===== config.mk =====
export PLATFORM = sky130hd
export DESIGN_NAME = denormalizer
export DESIGN_NICKNAME = d
export VERILOG_FILES = /design/src/rtl/tpu_norm_pkg.sv /design/src/rtl/seq_divider.sv /design/src/rtl/denormalizer.sv
export SDC_FILE = /design/constraint.sdc
export NUM_CORES = 1
export LEC_CHECK = 0
export ABC_AREA = 1
export BUFFER_PORTS_ARGS = -buffer_cell sky130_fd_sc_hd__buf_2
export CAP_MARGIN = 20
export CORE_MARGIN = 5
export CORE_UTILIZATION = 55
export DETAILED_ROUTE_END_ITERATION = 16
export GPL_TIMING_DRIVEN = 0
export PLACE_DENSITY = 0.73
export SLEW_MARGIN = 0
export SYNTH_ARGS = -nofsm -noshare
export SYNTH_HDL_FRONTEND = slang
export SYNTH_HIERARCHICAL = 1
export SYNTH_SLANG_ARGS = --single-unit

===== constraint.sdc =====
create_clock -name clk -period 6.75 [get_ports clk]
set_input_delay 0.3375 -clock clk [delete_from_list [all_inputs] [get_ports clk]]
set_output_delay 0.3375 -clock clk [all_outputs]
set_load 0.05 [all_outputs]

===== src/rtl/tpu_norm_pkg.sv =====
// Shared constants and types for the TPU normalizer family.
// Widths, saturation limits and the denormalizer FSM state type.
package tpu_norm_pkg;

   localparam int DATA_W  = 32;
   localparam int GAIN_W  = 16;
   localparam int SHIFT_W = 5;
   localparam int NUM_W   = 64;

   localparam logic [DATA_W-1:0] SAT_MAX = 32'h7FFF_FFFF;
   localparam logic [DATA_W-1:0] SAT_MIN = 32'h8000_0000;

   typedef enum logic [2:0] {
      IDLE,
      PREP,
      DIVIDE,
      FIX,
      DONE
   } denorm_state_t;

endpackage


===== src/rtl/seq_divider.sv =====
// 64/16 unsigned restoring divider, one quotient bit per cycle, MSB first.
// Ports: clk, rst_n, start, num, den in; busy, done, quotient out.
// done is high during the final iteration; quotient is valid the cycle after.
module seq_divider
   import tpu_norm_pkg::*;
(
   input  logic             clk,
   input  logic             rst_n,
   input  logic             start,
   input  logic [NUM_W-1:0] num,
   input  logic [15:0]      den,
   output logic             busy,
   output logic             done,
   output logic [NUM_W-1:0] quotient
);

   logic [NUM_W-1:0] quo_q;
   logic [15:0]      den_q;
   logic [15:0]      rem_q;
   logic [5:0]       cnt_q;
   logic [16:0]      trial;
   logic [16:0]      sub;
   logic             ge;

   // Shift next numerator bit into the partial remainder and try a subtract.
   assign trial = {rem_q, quo_q[NUM_W-1]};
   assign sub   = trial - {1'b0, den_q};
   assign ge    = trial >= {1'b0, den_q};

   assign done     = busy && (cnt_q == 6'd63);
   assign quotient = quo_q;

   always_ff @(posedge clk or negedge rst_n) begin
      if (!rst_n) begin
         quo_q <= '0;
         den_q <= '0;
         rem_q <= '0;
         cnt_q <= '0;
         busy  <= 1'b0;
      end else if (start) begin
         quo_q <= num;
         den_q <= den;
         rem_q <= '0;
         cnt_q <= '0;
         busy  <= 1'b1;
      end else if (busy) begin
         quo_q <= {quo_q[NUM_W-2:0], ge};
         // A failed trial is below den (<= 2^15), so 16 bits hold it.
         rem_q <= ge ? sub[15:0] : trial[15:0];
         cnt_q <= cnt_q + 6'd1;
         if (cnt_q == 6'd63)
            busy <= 1'b0;
      end
   end

endmodule


===== src/rtl/denormalizer.sv =====
// Recovers x = ((y - bias) <<< shift) / gain with saturation, behind
// valid/ready handshakes. Ports: clk, rst_n, in_valid/in_ready, data_in,
// gain, bias, shift; out_valid/out_ready, data_out, div_by_zero, saturated.
module denormalizer
   import tpu_norm_pkg::*;
(
   input  logic               clk,
   input  logic               rst_n,
   input  logic               in_valid,
   output logic               in_ready,
   input  logic [DATA_W-1:0]  data_in,
   input  logic [GAIN_W-1:0]  gain,
   input  logic [DATA_W-1:0]  bias,
   input  logic [SHIFT_W-1:0] shift,
   output logic               out_valid,
   input  logic               out_ready,
   output logic [DATA_W-1:0]  data_out,
   output logic               div_by_zero,
   output logic               saturated
);

   denorm_state_t state_q, state_d;

   logic [DATA_W-1:0]  y_q;
   logic [DATA_W-1:0]  bias_q;
   logic [GAIN_W-1:0]  gain_q;
   logic [SHIFT_W-1:0] shift_q;

   logic               neg_q;
   logic               zero_q;
   logic               dneg_q;

   logic [DATA_W:0]    diff;
   logic [NUM_W-1:0]   num;
   logic [NUM_W-1:0]   num_mag;
   logic [GAIN_W-1:0]  gain_mag;
   logic               accept;

   logic               div_busy;
   logic               div_done;
   logic [NUM_W-1:0]   quo;

   assign accept    = in_valid && in_ready;
   assign in_ready  = (state_q == IDLE);
   assign out_valid = (state_q == DONE);

   // 33-bit difference, sign-extended to 64 before the shift.
   assign diff = {y_q[DATA_W-1], y_q} - {bias_q[DATA_W-1], bias_q};
   assign num  = {{(NUM_W-DATA_W-1){diff[DATA_W]}}, diff} << shift_q;

   assign num_mag  = num[NUM_W-1] ? (~num + 64'd1) : num;
   // -32768 negates to 0x8000, still correct as an unsigned divisor.
   assign gain_mag = gain_q[GAIN_W-1] ? (~gain_q + 16'd1) : gain_q;

   seq_divider u_div (
      .clk      (clk),
      .rst_n    (rst_n),
      .start    (state_q == PREP && gain_q != '0),
      .num      (num_mag),
      .den      (gain_mag),
      .busy     (div_busy),
      .done     (div_done),
      .quotient (quo)
   );

   always_ff @(posedge clk or negedge rst_n) begin
      if (!rst_n)
         state_q <= IDLE;
      else
         state_q <= state_d;
   end

   // Zero gain bypasses the divider; FIX still selects its clamp value.
   always_comb begin
      state_d = state_q;
      unique case (state_q)
         IDLE:    if (in_valid) state_d = PREP;
         PREP:    state_d = (gain_q == '0) ? FIX : DIVIDE;
         DIVIDE:  if (div_done || !div_busy) state_d = FIX;
         FIX:     state_d = DONE;
         DONE:    if (out_ready) state_d = IDLE;
         default: state_d = IDLE;
      endcase
   end

   always_ff @(posedge clk or negedge rst_n) begin
      if (!rst_n) begin
         y_q     <= '0;
         bias_q  <= '0;
         gain_q  <= '0;
         shift_q <= '0;
      end else if (accept) begin
         y_q     <= data_in;
         bias_q  <= bias;
         gain_q  <= gain;
         shift_q <= shift;
      end
   end

   always_ff @(posedge clk or negedge rst_n) begin
      if (!rst_n) begin
         neg_q  <= 1'b0;
         zero_q <= 1'b0;
         dneg_q <= 1'b0;
      end else if (state_q == PREP) begin
         neg_q  <= num[NUM_W-1] ^ gain_q[GAIN_W-1];
         zero_q <= (gain_q == '0);
         dneg_q <= diff[DATA_W];
      end
   end

   always_ff @(posedge clk or negedge rst_n) begin
      if (!rst_n) begin
         data_out    <= '0;
         div_by_zero <= 1'b0;
         saturated   <= 1'b0;
      end else if (accept) begin
         div_by_zero <= 1'b0;
         saturated   <= 1'b0;
      end else if (state_q == FIX) begin
         if (zero_q) begin
            data_out    <= dneg_q ? SAT_MIN : SAT_MAX;
            div_by_zero <= 1'b1;
         end else if (neg_q) begin
            if (quo > 64'h8000_0000) begin
               data_out  <= SAT_MIN;
               saturated <= 1'b1;
            end else begin
               data_out <= ~quo[DATA_W-1:0] + 32'd1;
            end
         end else begin
            if (quo > 64'h7FFF_FFFF) begin
               data_out  <= SAT_MAX;
               saturated <= 1'b1;
            end else begin
               data_out <= quo[DATA_W-1:0];
            end
         end
      end
   end

endmodule


Word-level counts from Yosys, hierarchy flattened
Cells that the tools add are included.
- output and inout port bits: 36
- register bits: 228
- input bits: 89
- word-level logic and storage cells: 88
- shifts and indexed selects: 1
- bitwise logic cells: 5
- add/sub/neg operators: 6
- eq/ne operators: 10
- mux-type cells: 31
- $lt $le $gt $ge: 3
- reduce and logical (&&, ||, !) cells: 16
- operators with widths (kind ; number):
    $mux W64 ; 3
    $mux W32 ; 5
    $add A64 B1 Y64 const B ; 1
    $gt A64 B31 Y1 const B ; 1
    $gt A64 B32 Y1 const B ; 1
    $mux W16 ; 4
    $not A64 Y64 ; 1
    $shl A64 B5 Y64 ; 1
    $sub A32 B32 Y33 ; 1
    $add A32 B1 Y32 const B ; 1
    $not A32 Y32 ; 1
    $ge A17 B16 Y1 ; 1
    $add A16 B1 Y16 const B ; 1
    $logic_not A16 Y1 ; 1
    $not A16 Y16 ; 1
    $reduce_bool A16 Y1 ; 1
    $sub A16 B16 Y16 ; 1
    $pmux W3 S5 ; 1
    $mux W1 ; 13
    $mux W6 ; 2
    $mux W3 ; 3
    $add A6 B1 Y6 const B ; 1
    $eq A3 B2 Y1 const B ; 2
    $eq A6 B6 Y1 const B ; 1
    16 further kinds ; 23

Logic depth before layout (Yosys ltp)
- word-level depth: 6
- mapped depth: 34
- depth with buffers taken out: 34

By module
The synthesis kept the hierarchy.
- modules (own cells, without submodules) (module ; area an instance (sq um) ; cells each ; times used ; sequential area each (sq um)):
    denormalizer ; 14360.0 ; 2503 ; 1 ; 3128.0
    seq_divider ; 5541.6 ; 706 ; 1 ; 2577.5

Least setup slack after synthesis
Ideal clock, no wire load.
- path kind: flip-flop to flip-flop
- start: register bias_q[0]
- end: register u_div.quo_q[28] (netlist: u_div/quotient[28])
- path buffers: 0
- library setup time: 0.139 ns
- required time: 6.611 ns
- period minus slack after synthesis: 3.306 ns
- cell stages (with the launch flop): 28
- slack: 3.444 ns
- arrival: 3.167 ns
- path through: dfrtp_1 ha_1 fa_1 inv_1 o21ai_0 nor2_1 inv_1 nor2_1 nand2_1 nor2_1 inv_1 ha_1 inv_1 nor2_1 nand2_1 nor2_1 nand3_2 nor2_2 nand2_2 nor2_4 nand3_2 nand2_2 nand3_4 nor2_4 xor2_1 inv_1 nand2_1 o221ai_1
- longest elaborated chain between the ends: 6
- ends and longest elaborated chain (element ; line ; source):
    start: declaration ; denormalizer.sv:25 ; logic [DATA_W-1:0] bias_q;
    start signal: assignment ; denormalizer.sv:94 ; bias_q <= bias;
    $sub A32 B32 Y33 (*) ; denormalizer.sv:48 ; assign diff = {y_q[DATA_W-1], y_q} - {bias_q[DATA_W-1], bias_q};
    $shl A64 B5 Y64 (*) ; denormalizer.sv:49 ; assign num = {{(NUM_W-DATA_W-1){diff[DATA_W]}}, diff} << shift_q;
    $not A64 Y64 ; denormalizer.sv:51 ; assign num_mag = num[NUM_W-1] ? (~num + 64'd1) : num;
    $add A64 B1 Y64 ; denormalizer.sv:51 ;
    $mux W64 (*) ; denormalizer.sv:51 ;
    named net num_mag[28] ; denormalizer.sv:35 ; logic [NUM_W-1:0] num_mag;
    $mux W64 (*) ; seq_divider.sv:40 ; end else if (start) begin
    end signal: assignment ; seq_divider.sv:41 ; quo_q <= num;
    end signal: assignment ; seq_divider.sv:47 ; quo_q <= {quo_q[NUM_W-2:0], ge};
    end: declaration ; seq_divider.sv:17 ; logic [NUM_W-1:0] quo_q;
The timed path passes the listed nets; every way through them passes the cells marked *.
A chain may end at the register's enable or synchronous reset.

Worst setup path in the final report
- start: register bias_q[0]
- end: register u_div.quo_q[47] (netlist: u_div/quotient[47])
Same word-level chain as after synthesis.

==> impl_metrics.yaml <==
status:
  status: "complete, no violations"
clocking:
  numCtsBuffers: 25
  clock_latency_ps: 540
  cts_setup_buffers: 0
  cts_tree: "built"
  root_buffer: "clkbuf_16"
  post_cts_resized: 0
  cts_max_level: 1
  clock_sinks: 228
  ctsLongestPathBuffers: 3
  clk_pin_slew_worst_paths_ps: 60
layout:
  synthToLayoutAreaGrowth_pct: 11.1
  nets: 3524
  drive_above_1_share_pct: 11.1
  fin_cells: 3860
  num-fill-cells: 3399
die:
  die_h_um: 200
  fp.dieW_um: 200
  start_util_pct: 55.8
  die-area_um2: 40100
  core_um2: 35700
  num_rows: 69
  ios: 125
setup_path:
  crit_path_end: "u_div/quotient[47]"
  critPathRequiredTime_ps: 7140
  cp_top_family: "simple AND/OR/NAND/NOR gates"
  critPathMaxStageDelay_ps: 400
  crit_path_max_fanout: 10
  r2r-end: "u_div/quotient[47]"
  worstSetupStartpoint: "bias_q[0]"
  cp-start-kind: "flop"
  crit_top_cell: "nand2_1"
  rrSetupSlack_ps: 2370
  crit_type: "flop to flop"
  reg2reg_from: "bias_q[0]"
  cp_slowest_cell: "dfrtp_1"
  cp.arrival_ps: 4770
  crit_buf_inv: 4
  path_depth: 26
  end_kind: "flop"
  worst_r2r_path_depth: 26
route:
  ant_nets: 0
  vias: 21628
  drtPass1Iterations: 6
  routedWlPerCell_um: 17.3
  drt-initial-drc-count: 1995
  wirelength_mm: 66.6
  viasPerCell: 5.60
  drc: 0
synth:
  synth_cell_types: 51
  synthArstFlopShare_pct: 100
  syn-cell-area_um2: 19900
  ys_seq_area_share_pct: 28.7
  netlist_instances: 3209
  synth_ff_type: "dfrtp_1"
  synth_most_common_cell: "nand2_1"
  synth.area.top_cells: "dfrtp_1, nand2_1, nand3_1"
  synth_area_per_cell_um2: 6.20
  syn-num-nets: 3352
  synth_seq_cells: 228
  yosysTopAreaCell: "dfrtp_1"
  synth_edf_count: 0
  synthTopCellsByCount: "nand2_1, nand3_1, inv_1, dfrtp_1, nor2_1"
  synth_top_area_share_pct: 28.7
  yosys_warnings: 6
timing:
  rsz0062_at_grt: "no"
  relSlewSlack_pct: 42.1
  timing.final.crit_share_pct: 64.9
  finalMaxSlewViolations: 0
  period_needed_ps: 4380
  skew_ps: 20.0
  worst_pin_slew_ps: 869
  fin_tns_setup_ps: 0
  fmax_mhz: 228
  hold_viol_final: 0
  setup_viol: 0
placed_design:
  gp_congestion: 1.02
  port_buffers: 124
  placed_cells: 3795
  dp_hpwl_mm: 53.5
grt:
  grt_util_all_layers_pct: 32.5
  grt_max_degree: 116
  grt_first_pass_wirelength_mm: 108
  grt_overflow: 0
  grt_pass1_vias: 21080
  antenna_found_initial: 0
job:
  maxCapViolCount: 0
hold_path:
  min_path_type: "input port to flop"
## sequential cells by signal (all words and copies together), names as in the netlist, 3 cells and up
| signal | flops |
|---|---|
| data_out | 32 |
| u_div/den_q | 16 |
| bias_q | 32 |
| gain_q | 16 |
| y_q | 32 |
| u_div/quotient | 64 |
| u_div/cnt_q | 6 |
| state_q | 3 |
| u_div/rem_q | 16 |
| shift_q | 5 |
## layer usage
metal / wire length (µm) / track usage, %
met1: 28800 / 43.5
met2: 31000 / 55.2
met3: 5130 / 5.01
met4: 1620 / 8.66
met5: 0 / 0
## placed cells by master, fill, tap and decap left out, types with 5 or more instances in the layout
cell type      instances
nand2_1             1159
nand3_1              421
inv_1                411
dfrtp_1              228
nor2_1               188
buf_2                167
o21ai_0              156
clkbuf_1              69
ha_1                  52
xor2_1                51
a21oi_1               45
nand3_2               44
o221ai_1              43
nand2_2               38
nor2_2                26
nand4_1               26
xnor2_1               25
clkbuf_16             25
inv_2                 23
o211ai_1              20
dlygate4sd3_1         20
o21ai_1               18
nand3b_1              17
nor4_1                15
buf_1                 11
nor3_1                10
a22oi_1                7
nor2_4                 6
buf_4                  5
nand2_4                5
a31oi_1                5
o21ai_2                5
## kinds of logic (layout without fill, tap and decap cells)
| kind of cell | Yosys count | after routing | share of synthesized area [%] |
|---|---|---|---|
| and+or+nand+nor | 1977 | 1977 | 44.1 |
| AOI/OAI and AO/OA | 315 | 315 | 9.46 |
| xor gates and xnor gates | 76 | 76 | 3.34 |
| DFF | 228 | 228 | 28.7 |
| other | 0 | 1 | 0 |
| buffers and inverters | 559 | 748 | 11.0 |
| adders and majority gates | 54 | 54 | 3.47 |
## cell type report
| class | instances | area (µm²) | area share [%] |
|---|---|---|---|
| diodes | 1 | 2.50 | 0.0113 |
| plain buffers | 122 | 547 | 2.47 |
| clock buffers | 38 | 714 | 3.23 |
| clock inverters | 6 | 62.6 | 0.283 |
| inverters | 437 | 1640 | 7.42 |
| multi-input cells | 2422 | 12000 | 54.3 |
| flip-flops and latches | 228 | 5710 | 25.8 |
| well taps | 461 | 577 | 2.61 |
| repair buffers | 145 | 858 | 3.88 |
## how the worst min path moves through the flow
| stage | start | to | slack [ps] | cells past startpoint |
|---|---|---|---|---|
| 5_1_grt | gain[8] | gain_q[8] | 10 | 3 |
| 6_report | gain[13] | gain_q[13] | 20 | 3 |
| 2_1_floorplan | rst_n | bias_q[0] | 40 | 0 |
| 4_1_cts | gain[13] | gain_q[13] | 0.4 | 3 |
| 3_3_place_gp | data_out[31] | data_out[31] | 470 | 2 |
| 3_5_place_dp | rst_n | u_div/den_q[11] | 440 | 1 |
## worst register-to-register path: stages (launching register included)
cell and delay (ps):
dfrtp_1 400, ha_1 220, fa_1 390, inv_1 110, nand2_1 80, nand2_1 100
nand3_1 110, nand2_1 140, nand2_1 80, nand2_1 120, nand2_1 100, nand3_2 90
nand2_2 90, inv_2 190, nor2_1 100, inv_2 150, buf_6 150, nand3_1 110
nand2_1 200, nand2_1 110, nor2_1 220, and2_1 220, nand3_1 150, nand3_1 100
nand2_1 170, a22oi_1 210, o21ai_0 110
## what timing repair did
action                                  CTS  global route
endpoints found under the setup margin    0             0
endpoints found under the hold margin   132             0
hold buffers                             20             0
## through the flow
step           hold slack [ps]  worst slack [ps]  instance area, µm²  utilization [%]
2_1_floorplan             41.9              3440               19900                -
3_3_place_gp               470              1560               21100             59.2
3_5_place_dp               435              2500               21100             59.3
4_1_cts                  0.351              2480               22100             62.0
5_1_grt                   13.0              1990               22100             62.0
6_report                  20.1              2370               22100             62.0
Power is not shown: default switching activity piles up to over one toggle a cycle in this logic, so the estimate is an artifact.
